$ cat config.mk
export PLATFORM = sky130hd
export DESIGN_NAME = fir_tap_sequencer
export DESIGN_NICKNAME = d
export VERILOG_FILES = /design/src/rtl/fir_tap_sequencer.sv
export SDC_FILE = /design/constraint.sdc
export NUM_CORES = 1
export LEC_CHECK = 0
export CAP_MARGIN = 25
export CELL_PAD_IN_SITES_DETAIL_PLACEMENT = 0
export CELL_PAD_IN_SITES_GLOBAL_PLACEMENT = 1
export CORE_UTILIZATION = 52
export CTS_CLUSTER_SIZE = 40
export DETAILED_ROUTE_END_ITERATION = 10
export PLACE_DENSITY = 0.78
export SYNTH_ARGS = -nofsm -noshare
export SYNTH_HDL_FRONTEND = slang
export SYNTH_SLANG_ARGS = --single-unit
$ cat constraint.sdc
create_clock -name clk -period 10.8 [get_ports clk]
set_input_delay 1.08 -clock clk [delete_from_list [all_inputs] [get_ports clk]]
set_output_delay 1.08 -clock clk [all_outputs]
set_load 0.02 [all_outputs]
$ cat src/rtl/fir_tap_sequencer.sv
// Time-multiplexed FIR controller feeding an external MAC: keeps a circular delay line, streams
// sample/coefficient pairs into the MAC, then rounds and saturates the accumulator to 16 bits.
module fir_tap_sequencer #(
  parameter int unsigned NTAPS     = 16,
  parameter int unsigned MAC_LAT   = 1,
  parameter int unsigned OUT_SHIFT = 15
) (
  input  logic                     clk,
  input  logic                     rst,
  input  logic                     s_valid,
  output logic                     s_ready,
  input  logic signed [15:0]       s_data,
  input  logic                     coef_wr_en,
  input  logic [$clog2(NTAPS)-1:0] coef_wr_addr,
  input  logic signed [15:0]       coef_wr_data,
  output logic signed [15:0]       mac_a,
  output logic signed [15:0]       mac_b,
  output logic                     mac_load,
  output logic                     mac_ce,
  input  logic signed [31:0]       mac_o,
  output logic                     m_valid,
  input  logic                     m_ready,
  output logic signed [15:0]       m_data,
  output logic                     busy
);

  localparam int unsigned AW = $clog2(NTAPS);
  localparam int unsigned DW = (MAC_LAT < 1) ? 1 : $clog2(MAC_LAT + 1);
  localparam logic signed [32:0] RND = 33'sd1 <<< (OUT_SHIFT - 1);

  typedef enum logic [1:0] {StIdle, StRun, StDrain, StOut} state_e;

  state_e state_q, state_d;

  logic [AW-1:0]        k_q;
  logic [AW-1:0]        wptr_q;
  logic [AW-1:0]        rd_idx;
  logic [DW-1:0]        drain_q;
  logic signed [15:0]   delay_q [NTAPS];
  logic signed [15:0]   coef_q  [NTAPS];
  logic signed [15:0]   mac_a_q, mac_b_q;
  logic                 mac_load_q, mac_ce_q;
  logic                 m_valid_q;
  logic signed [15:0]   m_data_q;
  logic                 accept;
  logic signed [32:0]   mac_ext, q_sum, q_shift;
  logic signed [15:0]   quant;

  assign busy     = (state_q != StIdle);
  // Held low for the whole reset pulse, not just once the state register settles.
  assign s_ready  = (state_q == StIdle) && !rst;
  assign accept   = s_valid && s_ready;
  assign rd_idx   = wptr_q - k_q;

  assign mac_a    = mac_a_q;
  assign mac_b    = mac_b_q;
  assign mac_load = mac_load_q;
  assign mac_ce   = mac_ce_q;
  assign m_valid  = m_valid_q;
  assign m_data   = m_data_q;

  // Round half up, then clamp to the signed 16-bit range.
  always_comb begin
    mac_ext = {mac_o[31], mac_o};
    q_sum   = mac_ext + RND;
    q_shift = q_sum >>> OUT_SHIFT;
    if (q_shift > 33'sd32767) begin
      quant = 16'sh7fff;
    end else if (q_shift < -33'sd32768) begin
      quant = 16'sh8000;
    end else begin
      quant = q_shift[15:0];
    end
  end

  always_comb begin
    state_d = state_q;
    case (state_q)
      StIdle:  if (accept) state_d = StRun;
      StRun:   if (k_q == AW'(NTAPS - 1)) state_d = StDrain;
      StDrain: if (drain_q == DW'(MAC_LAT)) state_d = StOut;
      StOut:   if (m_ready) state_d = StIdle;
      default: state_d = StIdle;
    endcase
  end

  always_ff @(posedge clk or posedge rst) begin
    if (rst) begin
      state_q <= StIdle;
    end else begin
      state_q <= state_d;
    end
  end

  always_ff @(posedge clk or posedge rst) begin
    if (rst) begin
      k_q        <= '0;
      wptr_q     <= '0;
      drain_q    <= '0;
      mac_a_q    <= '0;
      mac_b_q    <= '0;
      mac_load_q <= 1'b0;
      mac_ce_q   <= 1'b0;
      m_valid_q  <= 1'b0;
      m_data_q   <= '0;
      for (int i = 0; i < int'(NTAPS); i++) begin
        delay_q[i] <= '0;
      end
    end else begin
      case (state_q)
        StIdle: begin
          if (accept) begin
            delay_q[wptr_q] <= s_data;
            k_q             <= '0;
          end
        end
        StRun: begin
          mac_a_q    <= delay_q[rd_idx];
          mac_b_q    <= coef_q[k_q];
          mac_load_q <= (k_q == '0);
          mac_ce_q   <= 1'b1;
          k_q        <= k_q + 1'b1;
          drain_q    <= '0;
        end
        StDrain: begin
          // Keep the MAC clocked so the last pair lands; zero operands add nothing.
          mac_a_q    <= '0;
          mac_b_q    <= '0;
          mac_load_q <= 1'b0;
          mac_ce_q   <= 1'b1;
          drain_q    <= drain_q + 1'b1;
          if (drain_q == DW'(MAC_LAT)) begin
            m_data_q  <= quant;
            m_valid_q <= 1'b1;
            wptr_q    <= wptr_q + 1'b1;
            mac_ce_q  <= 1'b0;
          end
        end
        StOut: begin
          mac_ce_q <= 1'b0;
          if (m_ready) m_valid_q <= 1'b0;
        end
        default: ;
      endcase
    end
  end

  // Coefficients are deliberately unreset; they are only writable while idle.
  always_ff @(posedge clk) begin
    if (coef_wr_en && !busy) begin
      coef_q[coef_wr_addr] <= coef_wr_data;
    end
  end

endmodule
==> reports/results.txt <==
Outcome = finished clean
Clock buffer depth = 3
CP arrival = 4.65 ns
CP Capture Type = register
Lkg Pwr = 11.6 nW
Critical path startpoint category = register
DIE AREA = 47900 µm²
Critical path startpoint = k_q[0]
WP depth = 6
Final GP Congestion = 0.765
Nets@finish = 1609
Via/cell ratio = 5.95
Num ports = 126
Unrepaired setup endpoints after global routing = false
Worst r2r src = k_q[0]
Synth warn = 0
Crit path to = mac_a[8]
Largest net degree at the start of global routing = 119
Final WS setup = 6.66 ns
EDFF count, synth = 256
Post-synth top area cell = dfrtp_1
Worst reg2reg path depth = 6
Req. time, crit path = 11.30 ns
CTS hold repair buffers = 0
Pwr/cell area = 250 nW/µm²
Mapped Area = 24400 µm²
Global route overflow = 0
Mean routed wirelength per cell = 24.7 µm
DR vias = 12958
FF-to-FF End = mac_a[8]
R2R Setup Slk = 6.66 ns
Area of the core = 46500 µm²
Yosys top cell area share = 32.6%
Max-cap violations = 0
Crit path kind = register to register
Flop pwr share = 38.7%
Hold Vio Cnt, Final = 0
Worst slew pin tran = 0.960 ns
Comb pwr share = 31.9%
Area Growth Syn to Fin = 15.8%
Most frequent cell after synthesis = dfrtp_1
Seq/Total Area, Yosys = 64.0%
Total Neg Setup Slack = 0 ns
Async S/R FF share, synth = 55.4%
Gate Count Post-Synth = 1388
Sw frac = 31.5%
Synth area leaders = dfrtp_1 33%, edfxtp_1 31%, mux2_2 13%, mux4_2 9.7%, mux4_1 2.4%
FF+latch count, synth = 574
Commonest cells post-synth = 318 x dfrtp_1, 290 x mux2_2, 256 x edfxtp_1
Count of distinct cell types in the synthesized netlist = 56
Detailed Routing Iterations Pass 1 = 5
Row count = 79
Global-route wire length before repair = 83.0 mm
Clock Power Share = 29.4%
Number of cells after detailed placement = 2065
Setup bufs post-CTS = 0
Antenna violations before repair = 3
Achievable clock frequency = 241 MHz
# resized after CTS = 0
Min Tclk post-route = 4.14 ns
Worst path top cell family by delay = adder cells
Hpwl dp = 31.9 mm
Share of layout cells above drive strength 1 = 36.9%
Setup violations, final = 0
Psw = 2.22 mW
Final Max Slew Viols = 0
Worst-path clk slew = 0.06 ns
Crit path buf inv count = 1
Synthesized Nets = 1477
Worst IR Drop VDD = 0.000178 V
ANT nets after route = 0
Synth Flop Type = dfrtp_1
Drt drc = 0
Initial DRC Count = 880
Worst path slowest cell = fa_4
Slowest stage delay, CP = 1.03 ns
Final Cycle Share = 38.4%
Num CTS Buffers = 59
Clock Sinks = 574
Post-route non-filler standard cell count = 2179
Total Wirelength = 53.8 mm
Number of global-route vias before repair = 13788
Dpl ws = 6.62 ns
Layout Skew = 0.0491 ns
CTS tree = yes
Die height = 219 µm
Later-pin clock latency in the skew report = 0.64 ns
Worst-path maximum fanout = 44
Slew margin rel. = 35.9%
Synth Area per Inst = 17.6 µm²
All-layer global routing usage = 23.4%
Hold crit path type = register to register
Die width = 219 µm
Number of H-tree levels = 2
Filler cells = 3456
Root buf cell = clkbuf_16
Number of port buffers = 111
Cell internal pwr = 4.84 mW
Critical path, cell by cell = ha_4, fa_4, buf_4, mux4_4, mux2_2, a221o_1
Initial Util = 52.6%
## how the worst min path moves through the flow
stage / startpoint / cells past startpoint / endpoint / slack (ns)
2_1_floorplan: delay_q[209] / 1 / delay_q[209] / 0.47
3_3_place_gp: m_data[15] / 1 / m_data[15] / 0.46
3_5_place_dp: delay_q[229] / 1 / delay_q[229] / 0.49
4_1_cts: delay_q[229] / 1 / delay_q[229] / 0.50
5_1_grt: delay_q[209] / 1 / delay_q[209] / 0.51
6_report: m_data[1] / 2 / m_data[1] / 0.49
## layout make-up
cell class                 count  area [µm²]  share of cell area [%]
sequential                   574       15700                    55.3
multi-input combinational    698        8260                    29.2
clock buffer                  83        1690                    5.96
timing repair buffer         156        1470                    5.19
tap                          607         759                    2.68
clock inverter                28         332                    1.17
inverter                      31         124                   0.438
antenna                        2        5.00                  0.0177
## routing by layer
layer / share of wire [%] / track usage [%] / up-vias
met3: 4.2 / 3.87 / 96
li1: - / - / 5682
met2: 49 / 38.1 / 277
met1: 44 / 32.3 / 6901
met5: 0.024 / 0 / -
met4: 2.7 / 7.57 / 2
## power by group through the flow
| stage | combinational, mW | clock (mW) | sequential (mW) |
|---|---|---|---|
| 6_report | 2.25 | 2.08 | 2.73 |
| 5_1_grt | 2.41 | 2.21 | 2.77 |
| 4_1_cts | 2.28 | 2.12 | 2.74 |
| 3_5_place_dp | 2.27 | 0 | 2.78 |
| 3_3_place_gp | 2.25 | 0 | 2.76 |
| 2_1_floorplan | 1.51 | 0 | 2.81 |
## metrics by stage
stage | power [mW] | cell area, µm² | utilization [%] | hold WS, ns
floorplan | 4.32 | 24400 | - | 0.470
global placement | 5.01 | 26200 | 56.4 | 0.465
detailed placement | 5.05 | 26200 | 56.5 | 0.485
CTS | 7.14 | 28300 | 60.8 | 0.499
global route | 7.39 | 28300 | 60.9 | 0.511
finish | 7.06 | 28300 | 60.9 | 0.490
## worst register-to-register path, cell delays in order (launching register included)
cell and delay, ns:
dfrtp_4 0.67, ha_4 0.26, fa_4 1.03, buf_4 0.70, mux4_4 0.72, mux2_2 0.30, a221o_1 0.35
## state kept, by name, summed over array words and instances, names as in the netlist
name / flops
m_data: 16
mac_a: 16
state_q: 2
mac_load: 1
k_q: 4
delay_q: 256
mac_b: 16
mac_ce: 1
wptr_q: 4
m_valid: 1
drain_q: 1
coef_q: 256
## cells in the final DEF (no fill, tap or decap), drive strengths merged, types with 17 or more instances in the layout
cell / n
nand2: 41
nor2b: 17
inv: 33
edfxtp: 256
nor2: 36
mux4: 128
a22o: 17
mux2: 290
clkdlybuf4s50: 111
dfrtp: 318
buf: 45
clkinv: 19
clkbuf: 83
## cell families (layout without fill, tap and decap cells)
family / Yosys count / count (layout) / share of synthesized area (%)
flops: 574 / 574 / 64.0
mux: 420 / 420 / 25.6
simple gates: 140 / 140 / 3.05
buf+inv: 116 / 298 / 2.43
compound gates: 101 / 101 / 3.28
xor+xnor: 21 / 21 / 0.753
fa+ha+maj: 16 / 16 / 0.850
other cells: 0 / 2 / 0
Power figures use the tool's default switching activity.
